--- src/rtl/kgp_pkg.sv ---
// kgp_pkg: KGP core constants, opcode decode helpers and the ID/EX register layout
package kgp_pkg;
  localparam int XLEN = 32;
  localparam int RADDR_W = 5;
  localparam int OPC_HI = 31;
  localparam int OPC_LO = 26;
  localparam logic [5:0] OP_LD = 6'b001000;
  localparam logic [5:0] OP_ST = 6'b001001;
  typedef logic [5:0] opcode_t;
  typedef struct packed {
    logic valid;
    logic [XLEN-1:0] pc;
    logic [XLEN-1:0] instr;
    logic [XLEN-1:0] op1;
    logic [XLEN-1:0] op2;
    logic [RADDR_W-1:0] dr;
    logic wr_en;
    logic is_load;
    logic fwd1;
    logic fwd2;
  } id_ex_t;
  function automatic opcode_t opcode_of(input logic [XLEN-1:0] instr);
    return instr[OPC_HI:OPC_LO];
  endfunction
  // Stores and the 11xxxx branch class are the only non-writing instructions
  function automatic logic writes_reg(input opcode_t op);
    return op != OP_ST && op[5:4] != 2'b11;
  endfunction
  function automatic logic op_is_load(input opcode_t op);
    return op == OP_LD;
  endfunction
endpackage

--- src/rtl/id_operand_stage_operand_mux.sv ---
// operand_mux: hazard compare and MEM/WB forwarding select for one source register.
// WB_BYPASS_EN: when defined a WB match forwards wb_data, otherwise it requests a stall.
module operand_mux
  import kgp_pkg::*;
(
  input  logic [RADDR_W-1:0] src,
  input  logic [XLEN-1:0]    rf_rdata,
  input  logic               ex_valid,
  input  logic               ex_wr_en,
  input  logic               ex_is_load,
  input  logic [RADDR_W-1:0] ex_dr,
  input  logic               mem_wr_en,
  input  logic [RADDR_W-1:0] mem_dr,
  input  logic [XLEN-1:0]    mem_data,
  input  logic               wb_write,
  input  logic [RADDR_W-1:0] wb_dr,
  input  logic [XLEN-1:0]    wb_data,
  output logic [XLEN-1:0]    value,
  output logic               fwd,
  output logic               stall
);
  logic live, ex_hit, mem_hit, wb_hit;
  assign live = src != '0;
  assign ex_hit = live && ex_valid && ex_dr == src;
  assign mem_hit = live && mem_wr_en && mem_dr == src;
  assign wb_hit = live && wb_write && wb_dr == src && !mem_hit;
  // Without bypass a WB hit stalls, so the wb_data picked here is dropped by the bubble
  assign value = mem_hit ? mem_data : wb_hit ? wb_data : rf_rdata;
  assign fwd = ex_hit && ex_wr_en && !ex_is_load;
`ifdef WB_BYPASS_EN
  assign stall = ex_hit && ex_is_load;
`else
  assign stall = (ex_hit && ex_is_load) || wb_hit;
`endif
endmodule

--- src/rtl/id_operand_stage.sv ---
// id_operand_stage: KGP decode/operand fetch with MEM/WB forwarding, hazard stall and the ID/EX register.
// WB_BYPASS_EN selects same-cycle WB forwarding instead of a one-cycle WB stall.
module id_operand_stage
  import kgp_pkg::*;
(
  input  logic               clk,
  input  logic               reset,
  input  logic               if_valid,
  input  logic [XLEN-1:0]    if_instr,
  input  logic [XLEN-1:0]    if_pc,
  input  logic               flush,
  output logic               id_stall,
  output logic [RADDR_W-1:0] rf_sr1,
  output logic [RADDR_W-1:0] rf_sr2,
  input  logic [XLEN-1:0]    rf_rdata1,
  input  logic [XLEN-1:0]    rf_rdata2,
  input  logic               mem_wr_en,
  input  logic [RADDR_W-1:0] mem_dr,
  input  logic [XLEN-1:0]    mem_data,
  input  logic               wb_write,
  input  logic [RADDR_W-1:0] wb_dr,
  input  logic [XLEN-1:0]    wb_data,
  output logic               ex_valid,
  output logic [XLEN-1:0]    ex_pc,
  output logic [XLEN-1:0]    ex_instr,
  output logic [XLEN-1:0]    ex_op1,
  output logic [XLEN-1:0]    ex_op2,
  output logic [RADDR_W-1:0] ex_dr,
  output logic               ex_wr_en,
  output logic               ex_is_load,
  output logic               ex_fwd1,
  output logic               ex_fwd2
);
  id_ex_t ex, nxt;
  opcode_t opc;
  logic [XLEN-1:0] op1, op2;
  logic fwd1, fwd2, stall1, stall2;
  assign opc = opcode_of(if_instr);
  assign rf_sr1 = if_instr[25:21];
  assign rf_sr2 = if_instr[20:16];
  operand_mux u_src1 (
    .src(rf_sr1), .rf_rdata(rf_rdata1),
    .ex_valid(ex.valid), .ex_wr_en(ex.wr_en), .ex_is_load(ex.is_load), .ex_dr(ex.dr),
    .mem_wr_en(mem_wr_en), .mem_dr(mem_dr), .mem_data(mem_data),
    .wb_write(wb_write), .wb_dr(wb_dr), .wb_data(wb_data),
    .value(op1), .fwd(fwd1), .stall(stall1)
  );
  operand_mux u_src2 (
    .src(rf_sr2), .rf_rdata(rf_rdata2),
    .ex_valid(ex.valid), .ex_wr_en(ex.wr_en), .ex_is_load(ex.is_load), .ex_dr(ex.dr),
    .mem_wr_en(mem_wr_en), .mem_dr(mem_dr), .mem_data(mem_data),
    .wb_write(wb_write), .wb_dr(wb_dr), .wb_data(wb_data),
    .value(op2), .fwd(fwd2), .stall(stall2)
  );
  assign id_stall = if_valid && !flush && (stall1 || stall2);
  always_comb begin
    nxt = '{valid: if_valid, pc: if_pc, instr: if_instr, op1: op1, op2: op2,
            dr: if_instr[25:21], wr_en: writes_reg(opc), is_load: op_is_load(opc),
            fwd1: if_valid && fwd1, fwd2: if_valid && fwd2};
  end
  // Reset, flush and stall all leave an empty ID/EX slot behind
  always_ff @(posedge clk)
    ex <= (reset || flush || id_stall) ? '0 : nxt;
  assign ex_valid = ex.valid;
  assign ex_pc = ex.pc;
  assign ex_instr = ex.instr;
  assign ex_op1 = ex.op1;
  assign ex_op2 = ex.op2;
  assign ex_dr = ex.dr;
  assign ex_wr_en = ex.wr_en;
  assign ex_is_load = ex.is_load;
  assign ex_fwd1 = ex.fwd1;
  assign ex_fwd2 = ex.fwd2;
endmodule

--- config.mk ---
export PLATFORM = sky130hd
export DESIGN_NAME = id_operand_stage
export DESIGN_NICKNAME = d
export VERILOG_FILES = /design/src/rtl/kgp_pkg.sv /design/src/rtl/id_operand_stage_operand_mux.sv /design/src/rtl/id_operand_stage.sv
export SDC_FILE = /design/constraint.sdc
export NUM_CORES = 1
export LEC_CHECK = 0
export ABC_AREA = 0
export ABC_CLOCK_PERIOD_IN_PS = 5200
export CAP_MARGIN = 20
export CORE_ASPECT_RATIO = 0.5
export CORE_UTILIZATION = 35
export DETAILED_ROUTE_END_ITERATION = 6
export PLACE_DENSITY = 0.8
export SLEW_MARGIN = 20
export SYNTH_ARGS = -nofsm -noshare
export SYNTH_HDL_FRONTEND = slang
export SYNTH_SLANG_ARGS = --single-unit
--- constraint.sdc ---
create_clock -name clk -period 5.2 [get_ports clk]
set_input_delay 1.04 -clock clk [delete_from_list [all_inputs] [get_ports clk]]
set_output_delay 1.04 -clock clk [all_outputs]
set_load 0.005 [all_outputs]
**Yosys cells after proc, flatten, opt, wreduce, memory -nomap -nowiden**

Cells that the tools add are included.
W data, S select, Z words.

- Register bits after elaboration: 138
- Latch bits: 0
- RAM bits: 0
- Memory bits (read-only): 0
- Output and inout port bits: 149
- Word-level logic and storage cells: 59
- Memories: 0

- $add $sub $neg: 0
- Multiply operators: 0
- Div/mod/pow operators: 0
- $lt $le $gt $ge: 0
- Equal/unequal tests: 9
- Shifts and indexed selects: 0
- Muxes and demuxes: 4
- Bitwise logic cells: 0
- Reductions and logical operators: 36

Operator list:

| cell | count |
|---|---|
| $mux W32 | 4 |
| $eq A5 B5 Y1 | 6 |
| $logic_and A1 B1 Y1 | 25 |
| $reduce_bool A5 Y1 | 2 |
| $eq A6 B4 Y1 const B | 1 |
| $ne A6 B4 Y1 const B | 1 |
| $logic_or A1 B1 Y1 | 5 |
| $logic_not A1 Y1 | 4 |
| $ne A2 B2 Y1 const B | 1 |

**Depth between registers and ports, before layout**

- Depth in word-level cells: 9
- Gate-level depth with buffers: 8
- Mapped depth without buffers: 6

**Modules after synthesis**

Synthesis repeated with hierarchy kept, for this count alone.

- Cells, all modules: 739
- Area total of the unflattened synthesis: 6551.3 µm²

Modules (own cells, without submodules):

| module | times used | cells each | area an instance (µm²) | seq. area each (µm²) |
|---|---|---|---|---|
| id_operand_stage | 1 | 315 | 3873.7 | 2662.6 |
| operand_mux | 2 | 212 | 1338.8 | 0.0 |

**Worst setup path after synthesis**

No wires, ideal clock.

- Path kind: input to output
- Start point: input port if_instr[21]
- End point: output port id_stall
- Arrival: 2.191 ns
- Required time: 4.160 ns
- Slack: 1.969 ns
- Stages on the path: 5
- Path buffers: 0
- Cells stage by stage: or4_1 > nor2_2 > nor4_4 > a22oi_4 > a21oi_1

- Word-level cells in the longest chain between the ends: 8

RTL lines:

| what | RTL line | source |
|---|---|---|
| start: declaration | id_operand_stage.sv:9 | `input logic [XLEN-1:0] if_instr,` |
| $reduce_bool A5 Y1 | id_operand_stage_operand_mux.sv:23 | `assign live = src != '0;` |
| $logic_and A1 B1 Y1 (2 in series) | id_operand_stage_operand_mux.sv:25 | `assign mem_hit = live && mem_wr_en && mem_dr == src;` |
| $logic_not A1 Y1 | id_operand_stage_operand_mux.sv:26 | `assign wb_hit = live && wb_write && wb_dr == src && !mem_hit;` |
| $logic_and A1 B1 Y1 | id_operand_stage_operand_mux.sv:26 |  |
| $logic_or A1 B1 Y1 (*) | id_operand_stage_operand_mux.sv:33 | `assign stall = (ex_hit && ex_is_load) \|\| wb_hit;` |
| $logic_or A1 B1 Y1 (*) | id_operand_stage.sv:55 | `assign id_stall = if_valid && !flush && (stall1 \|\| stall2);` |
| $logic_and A1 B1 Y1 (*) | id_operand_stage.sv:55 |  |
| end: declaration | id_operand_stage.sv:12 | `output logic id_stall,` |

Every way passes the cells marked *; elsewhere a longest branch is shown, timed or not.

**Worst setup path after layout**

- Start point: input port if_instr[18]
- End point: output port id_stall

Same word-level chain as after synthesis.

==> results.md <==
- Crit-path cells: clkdlybuf4s50_1, or4_1, nor2_2, or4_2, a22oi_4, a21oi_1, clkdlybuf4s50_1
- Crit-path most repeated cell: clkdlybuf4s50_1
- FF-to-FF path depth: 7
- Routed WL: 18400 um
- Worst Tran Pin Value: 968 ps
- Port Buffers: 356
- Via count: 4917
- Slew HR: 35.5%
- Sequential cell area: 0.00266 mm2
- Worst-path clk slew: 60 ps
- Outcome: finished clean
- Max Cap Viol: 0
- Clock power frac: 43.2%
- Worst Slack Setup Final: 712 ps
- Hold Path End: ex_fwd2
- Distinct cell type count of the synthesized netlist: 32
- Die width: 179 um
- Root cell of the clock tree: clkbuf_16
- Hold_buf cts: 0
- Synth async-reset ratio: 0%
- Clock skew: 12.5 ps
- Clk buf depth: 2
- Crit path largest cell delay: 730 ps
- Worst setup path class: input port to output port
- # resized after CTS: 0
- EDFF count, synth: 0
- Gr usage total: 22.5%
- Layout fillers: 1234
- Leakage: 0.00343 uW
- Final min period: 4490 ps
- Mapped Cells: 503
- H-tree Lvls: 4
- Hold path depth: 2
- RR Endpoint: ex_op2[31]
- CTS tree: done
- Total I/O pin count: 357
- Layout cells sized above 1: 10.3%
- Initial drt markers: 199
- RSZ-0062 raised after global routing: no
- Pint: 2020 uW
- Combinational power share: 15.6%
- Area Overhead vs Synth: 75.6%
- Drt first pass iters: 4
- First-pass GRT wire length: 27600 um
- CP max stage cell: or4_2
- R2r startpoint: ex_instr[21]
- Sequential cell area fraction in the yosys report: 48.7%
- Area occupied by multi-input gates: 0.00251 mm2
- Worst skew pair latency: 400 ps
- Kind of start point of the critical path: input port
- Area leader, netlist: dfxtp_1
- Net Sw Power: 604 uW
- Most numerous cell in the Yosys netlist: dfxtp_1
- Worst min path class: flop to flop
- Core area: 0.0149 mm2
- Hpwl dp: 13800 um
- Crit path DAT: 3450 ps
- Synth top area share: 48.7%
- Slew Viols, Final: 0
- Row Count: 31
- Avg WL per Cell: 17.6 um
- Syn nets: 711
- Nets: 1045
- Yosys warns: 0
- Vias in the first global route: 4962
- Most used DFF post-synth: dfxtp_1
- Hold Startpoint: ex_valid
- # DRC: 0
- Ant diodes: 0
- Setup bufs post-CTS: 0
- Initial antenna violation count: 0
- Critical path fanouts, max: 6
- Die span in y: 90.4 um
- Seq cells post-synth: 133
- Largest net degree at the start of global routing: 67
- Mapped Avg Cell Area: 10.9 um2
- Via density per instance: 4.70
- Mapped Area: 0.00547 mm2
- Worst setup path start: if_instr[18]
- Initial core utilization: 36.8%
- Setup TNS: 0 ps
- Placer Congestion: 0.897
- R2R setup slack: 2750 ps
- Maximum clock frequency: 223 MHz
- Final setup violating endpoints: 0
- Required time of the critical path: 4160 ps
- # clock sinks: 133
- Leading post-synthesis cells by cell area: dfxtp_1 (49%), mux2i_1 (12%), a211oi_2 (9.2%)
- Worst setup EP type: output port
- DIE AREA: 0.0162 mm2
- Power Density: 273 mW/mm2
- VDD IR max: 0.000280 V
- TritonCTS Buffers: 17
- ANT nets after route: 0
- Post-Place Worst Slack: 716 ps
- Hold Fails Final Rpt: 0
- Seq pwr share: 41.2%
- Period utilization: 86.3%
- Switching share of power: 23.0%
- Post-synth top cells: dfxtp_1 (133), nor2_1 (66), and2_1 (64), mux2i_1 (64), a211oi_2 (40)
- Total congestion overflow: 0
==> kinds of logic after synthesis <==
logic type      synth area share (%)
compound gates                  13.8
xor+xnor                        4.81
buf+inv                         5.49
flops                           48.7
mux                             11.7
simple gates                    15.5
==> sequential cells by signal, indices dropped and copies added (netlist names) <==
signal      flops
ex_is_load      1
ex_instr       32
ex_op2         32
ex_op1         32
ex_fwd1         1
ex_fwd2         1
ex_valid        1
ex_pc          32
ex_wr_en        1
==> power groups by stage <==
| stage | logic [uW] | registers, uW | clock network [uW] |
|---|---|---|---|
| after floorplan | 118 | 1110 | 0 |
| after global placement | 405 | 1100 | 0 |
| after detailed placement | 409 | 1100 | 0 |
| after CTS | 412 | 1080 | 1160 |
| after global routing | 437 | 1080 | 1210 |
| final | 408 | 1080 | 1130 |
==> cell usage in the layout, fill, tap and decap left out, types with 2 or more instances in the layout <==
master             n
a211oi_1          24
a211oi_2          40
and2_1            64
buf_4              7
clkbuf_16         17
clkbuf_8           2
clkdlybuf4s50_1  356
clkinv_2           3
clkinv_4           2
clkinvlp_4         3
dfxtp_1          133
inv_6              2
mux2i_1           64
nand2_1            2
nand2b_1           2
nand4_1            6
nor2_1            66
nor2_2             2
nor3_1             2
nor4_1             3
nor4_4             2
or4_1              2
xnor2_1           22
xor2_1             8
==> worst max path at each step <==
stage / endpoint / slack, ps / cells after the start
after floorplan: id_stall / 1970 / 5
after global placement: id_stall / 720 / 7
after detailed placement: id_stall / 720 / 7
after CTS: id_stall / 710 / 7
after global routing: id_stall / 630 / 7
final: id_stall / 710 / 7
==> layout make-up <==
cell class,instances,share of cell area (%)
Tap cell,198,2.58
Sequential cell,133,27.7
Inverter,1,0.0391
Clock buffer,19,4.72
Clock inverter,11,1.07
Multi-Input combinational cell,321,26.2
Timing Repair Buffer,363,37.7
==> critical path, delay by kind of cell <==
family	cells	cell delay [ps]
buf+inv	2	1120
simple gates	3	960
compound gates	2	330
==> routing by layer <==
metal | vias to the layer above | track usage (%) | routed length, um
li1 | 2402 | - | -
met1 | 2326 | 25.9 | 7530
met2 | 158 | 40.3 | 9540
met3 | 31 | 5.13 | 980
met4 | 0 | 8.33 | 376
met5 | - | 0 | 0
==> metrics by stage <==
step           power [uW]  util (%)  cell area, um2  hold WS [ps]  instances
6_report             2620      64.6            9600           520       1046
5_1_grt              2730      64.6            9600           550       1046
4_1_cts              2650      64.6            9600           527       1046
3_5_place_dp         1510      60.9            9040           520       1016
3_3_place_gp         1500      60.9            9040           525       1016
2_1_floorplan        1220         -            5470           476        503
No activity file was read; power rests on OpenSTA's default activity.
